## config.mk

```make
export PLATFORM = sky130hd
export DESIGN_NAME = alu_cmd_sequencer
export DESIGN_NICKNAME = d
export VERILOG_FILES = /design/src/rtl/alu_cmd_sequencer.sv
export SDC_FILE = /design/constraint.sdc
export NUM_CORES = 1
export LEC_CHECK = 0
export CAP_MARGIN = 20
export CORE_MARGIN = 3
export CORE_UTILIZATION = 52
export CTS_CLUSTER_DIAMETER = 30
export DETAILED_ROUTE_END_ITERATION = 12
export MAX_ROUTING_LAYER = met4
export PLACE_DENSITY = 0.83
export SLEW_MARGIN = 30
export SYNTH_ARGS = -nofsm -noshare
export SYNTH_HDL_FRONTEND = slang
export SYNTH_SLANG_ARGS = --single-unit
```

## constraint.sdc

```tcl
create_clock -name clock -period 3.05 [get_ports clock]
set_input_delay 0.4575 -clock clock [delete_from_list [all_inputs] [get_ports clock]]
set_output_delay 0.4575 -clock clock [all_outputs]
set_load 0.005 [all_outputs]
```

## src/rtl/alu_cmd_sequencer.sv

```systemverilog
// Queues opcode/operand commands, issues them one at a time to the ALU, returns results.
// Optional ALUSEQ_ERR_HOLD_EN: keep the accumulator unchanged when the ALU flags an error.
module alu_cmd_sequencer #(
  parameter int DEPTH       = 4,
  parameter int ILLEGAL_MIN = 26
) (
  input  logic        clock,
  input  logic        reset,
  input  logic        cmd_valid,
  output logic        cmd_ready,
  input  logic [4:0]  cmd_opcode,
  input  logic [15:0] cmd_a,
  input  logic [15:0] cmd_b,
  output logic        rsp_valid,
  input  logic        rsp_ready,
  output logic [31:0] rsp_data,
  output logic        rsp_err,
  output logic [15:0] rsp_acc,
  output logic [15:0] alu_a,
  output logic [15:0] alu_b,
  output logic [15:0] alu_acc,
  output logic [4:0]  alu_opcode,
  input  logic [31:0] alu_out,
  input  logic        alu_err,
  input  logic        alu_clr
);

  localparam int AW = $clog2(DEPTH);
  localparam logic [4:0] NOP = 5'd25;

  typedef struct packed {
    logic [4:0]  op;
    logic [15:0] a;
    logic [15:0] b;
  } cmd_t;

  typedef enum logic [1:0] {
    IDLE,
    ISSUE,
    EXEC,
    RESP
  } state_t;

  state_t state_q, state_d;

  cmd_t          mem [DEPTH];
  cmd_t          cmd_q;
  logic [AW-1:0] wp, rp;
  logic [AW:0]   cnt;
  logic          full, push, pop;

  logic [15:0] acc_q, acc_d;
  logic [31:0] data_q, data_d;
  logic        err_q, err_d;
  logic        is_ill, is_clr, is_nop;

  assign full      = cnt == (AW+1)'(DEPTH);
  assign cmd_ready = !full;
  assign push      = cmd_valid && cmd_ready;
  assign pop       = (state_q == IDLE) && (cnt != '0);

  assign rsp_valid = state_q == RESP;
  assign rsp_data  = data_q;
  assign rsp_err   = err_q;
  assign rsp_acc   = acc_q;

  always_ff @(posedge clock) begin
    if (reset) begin
      wp  <= '0;
      rp  <= '0;
      cnt <= '0;
    end else begin
      if (push) wp <= wp + 1'b1;
      if (pop)  rp <= rp + 1'b1;
      cnt <= cnt + (AW+1)'(push) - (AW+1)'(pop);
    end
  end

  always_ff @(posedge clock) begin
    if (push) mem[wp] <= '{op: cmd_opcode, a: cmd_a, b: cmd_b};
  end

  always_ff @(posedge clock) begin
    if (reset) state_q <= IDLE;
    else       state_q <= state_d;
  end

  always_comb begin
    state_d = state_q;
    unique case (state_q)
      IDLE:  if (cnt != '0) state_d = ISSUE;
      ISSUE: state_d = EXEC;
      EXEC:  state_d = RESP;
      RESP:  if (rsp_ready) state_d = IDLE;
      default: state_d = IDLE;
    endcase
  end

  // Conditions are made mutually exclusive so the decoder can be unique.
  assign is_ill = cmd_q.op >= 5'(ILLEGAL_MIN);
  assign is_clr = !is_ill && (cmd_q.op == 5'd0 || alu_clr);
  assign is_nop = !is_ill && !is_clr && cmd_q.op == NOP;

  always_comb begin
    data_d = alu_out;
    err_d  = alu_err;
    acc_d  = alu_out[15:0];
    unique case (1'b1)
      is_ill: begin
        data_d = '0;
        err_d  = 1'b1;
        acc_d  = acc_q;
      end
      is_clr: begin
        data_d = '0;
        err_d  = 1'b0;
        acc_d  = '0;
      end
      is_nop: begin
        data_d = {16'b0, acc_q};
        acc_d  = acc_q;
      end
      default: begin
`ifdef ALUSEQ_ERR_HOLD_EN
        if (alu_err) acc_d = acc_q;
`else
        acc_d = alu_out[15:0];
`endif
      end
    endcase
  end

  always_ff @(posedge clock) begin
    if (reset) begin
      cmd_q      <= '0;
      alu_a      <= '0;
      alu_b      <= '0;
      alu_acc    <= '0;
      alu_opcode <= NOP;
      acc_q      <= '0;
      data_q     <= '0;
      err_q      <= 1'b0;
    end else begin
      if (pop) cmd_q <= mem[rp];
      if (state_q == ISSUE) begin
        alu_a      <= cmd_q.a;
        alu_b      <= cmd_q.b;
        alu_acc    <= acc_q;
        alu_opcode <= is_ill ? NOP : cmd_q.op;
      end
      if (state_q == EXEC) begin
        data_q <= data_d;
        err_q  <= err_d;
        acc_q  <= acc_d;
      end
    end
  end

endmodule

```

==> metrics.txt <==
DR WL/cell=approximately 20 µm; Fin Setup TNS=0 ns; max-cap violation count=0; RSZ-0062 raised after global routing=no; number of synthesis warnings=0; CP Class=flip-flop to output pin; gpl congestion=0.8424; DRC=0; Pwr Density=about 900 mW/mm²; top_reg_cell synth=edfxtp_1; area of the core=0.02115 mm²; postcts setup bufs=0; layout cells sized above 1=0.1605; top cells by area, synth=edfxtp_1, dfxtp_1, mux4_2; Synth area leader=edfxtp_1; CTS root buf=clkbuf_16; Setup crit start kind=flip-flop; status=finished, final reports clean; syn_area_per_cell=approximately 14 µm²; Die Y=153.1 µm; clock buffer count from CTS=48; slew margin rel.=0.4634; synthesis-to-finish area growth=33.07%; Final setup violation count=0; Tot Pwr=13.41 mW; Yosys top cell area share=0.3951; Max Freq=401.9 MHz; WL final=26.52 mm; Synth async-reset ratio=0; clock skew=0.02310 ns; hold crit path type=input pin to flip-flop; # H-tree levels=2; number of distinct library cells after synthesis=48; # hold bufs at CTS=0; 1st-iter DRT viols=459; worst-skew pair later-pin latency=roughly 0.54 ns; I/O Buffers=178; crit path DAT=2.03 ns; fin crit period=2.488 ns; vias per inst=5.539; #FFs+latches synth=296; Placement Cell Area=0.01330 mm²; fillers=about 1400; pin count of the biggest net entering global routing=59; Max IR drop VDD=slightly below 600 µV; Finished Cell Area=between 0.01 and 0.015 mm²; first-pass GRT wire length=between 40 and 50 mm; Data required, critical path=2.59 ns; Layout Nets=1107; clock slew at reported path FFs=approximately 0.050 ns; antenna-violating nets left=0; Initial DRT Pass Iterations=5; final non-filler cell total=~1300; Hold Fails Final Rpt=0; crit path max fanout=10; CTS Buffer Depth=3; Initial Util=0.5317; PostCTS Resize Cnt=0; placed insts=1245; clock sinks=296; I/O pin total=179; vias in the first global route=around 7500; GRT overflow=0; die area=about 0.023 mm²; CTS tree=yes; Lkg Pwr=5.259 nW; period utilisation layout=0.8157; dpl hpwl=around 16 mm; Synth Instances=828; Vias=about 7400; final slew viol count=0; Synth Cell Area=0.01125 mm²; Setup crit end kind=output pin; chip width=153.1 µm; total track usage=0.2284; Post-synth EDFFs=148; initial antenna violation count=1; row count=53; Util after Layout=0.7075; sequential share of the synthesized area=0.6586; slew at the pin closest to its max-slew limit=0.8049 ns; Synth Net Count=915
cell usage in the layout, fill, tap and decap left out, types with 6 or more instances in the layout:
| cell type | instances |
|---|---|
| o21ai_1 | 10 |
| clkdlybuf4s50_1 | 177 |
| ha_1 | 10 |
| o211ai_2 | 10 |
| inv_6 | 6 |
| edfxtp_1 | 148 |
| o31ai_1 | 16 |
| a32oi_1 | 14 |
| inv_1 | 28 |
| nor2_1 | 51 |
| clkbuf_1 | 6 |
| nand2_1 | 112 |
| nand2b_1 | 18 |
| a21oi_1 | 42 |
| buf_4 | 22 |
| nor4bb_1 | 14 |
| dfxtp_1 | 146 |
| mux2i_1 | 50 |
| mux4_2 | 37 |
| o21ai_0 | 6 |
| clkbuf_16 | 51 |
critical path, stage by stage (launching register included):
cell and delay, ns:
dfxtp_1 0.43, or3b_2 0.57, clkdlybuf4s50_1 0.51
layout make-up:
class	instances	area, µm²	area share
well taps	275	344.1	0.02299
flip-flops and latches	296	7415	0.4954
repair buffers	199	1937	0.1294
clock buffers	59	1326	0.08861
inverters	28	105.1	0.007022
multi-input cells	447	3501	0.2339
diodes	1	2.502	0.0001672
clock inverters	30	336.6	0.02249
path summary, 6_finish.rpt:
check / end / slack [ns] / start / depth (start not counted)
max: cmd_ready / 0.56 / cnt[2] / 2
min: alu_acc[6] / 0.43 / reset / 2
max reg2reg: rsp_data[31] / 0.84 / cmd_q[33] / 3
min reg2reg: rsp_data[23] / 0.45 / rsp_data[23] / 2
cell families after synthesis:
kind of cell / count (synthesis) / share of synthesized area
adders and majority gates: 12 / 0.01402
xor gates and xnor gates: 3 / 0.002337
and+or+nand+nor: 221 / 0.09223
AOI/OAI and AO/OA: 124 / 0.08054
muxes: 87 / 0.1186
DFF: 296 / 0.6586
buffers and inverters: 85 / 0.03371
Yosys cell counts, types with 2 or more instances:
cell      instances
o211ai_2         10
nor4bb_1         15
dfxtp_1         148
clkbuf_1         24
xnor2_1           3
a31oi_1           3
nand3_1           4
a21o_1            2
o32ai_2           2
nor2_1           52
buf_2            21
mux2i_1          50
buf_1             6
a211oi_1          2
buf_6             3
o22ai_1           2
a21oi_1          42
buf_4             3
o31ai_1          17
o21a_1            2
mux4_2           37
nand2_1         112
o21ai_1          10
o21bai_1          2
a32oi_1          14
and3_1            4
ha_1             11
o21ai_0           6
o211ai_1          5
nand2b_1         18
inv_1            28
nor2b_1           5
edfxtp_1        148
or2_2             3
state kept, by name, indices dropped and copies added (netlist names):
register    flops
mem           148
cmd_q          37
rsp_data       32
alu_a          16
alu_acc        16
alu_b          16
rsp_acc        16
alu_opcode      5
cnt             3
rp              2
state_q         2
wp              2
rsp_err         1
report_power, final:
part,switching [mW],leakage (nW),internal (mW)
registers,0.495,2.56,4.76
clock network,1.87,0.813,3.55
logic,1.48,1.89,1.25
total,3.84,5.26,9.56
per-layer routing:
layer  global-route usage  part of all wire  vias to the layer above
met5                    -                 0                        -
met4              0.06364             0.020                        0
met3              0.05210             0.071                       47
met2               0.3699              0.50                      305
li1                     -                 -                     3441
met1               0.2931              0.41                     3601
per-stage QoR:
step | setup WS [ns] | hold slack, ns
after global routing | 0.4937 | 0.4420
after floorplan | 0.8559 | 0.4360
after CTS | 0.5353 | 0.4070
after global placement | 0.6832 | 0.4348
final | 0.5621 | 0.4254
after detailed placement | 0.6697 | 0.4406
No activity file was read; power rests on OpenSTA's default activity.
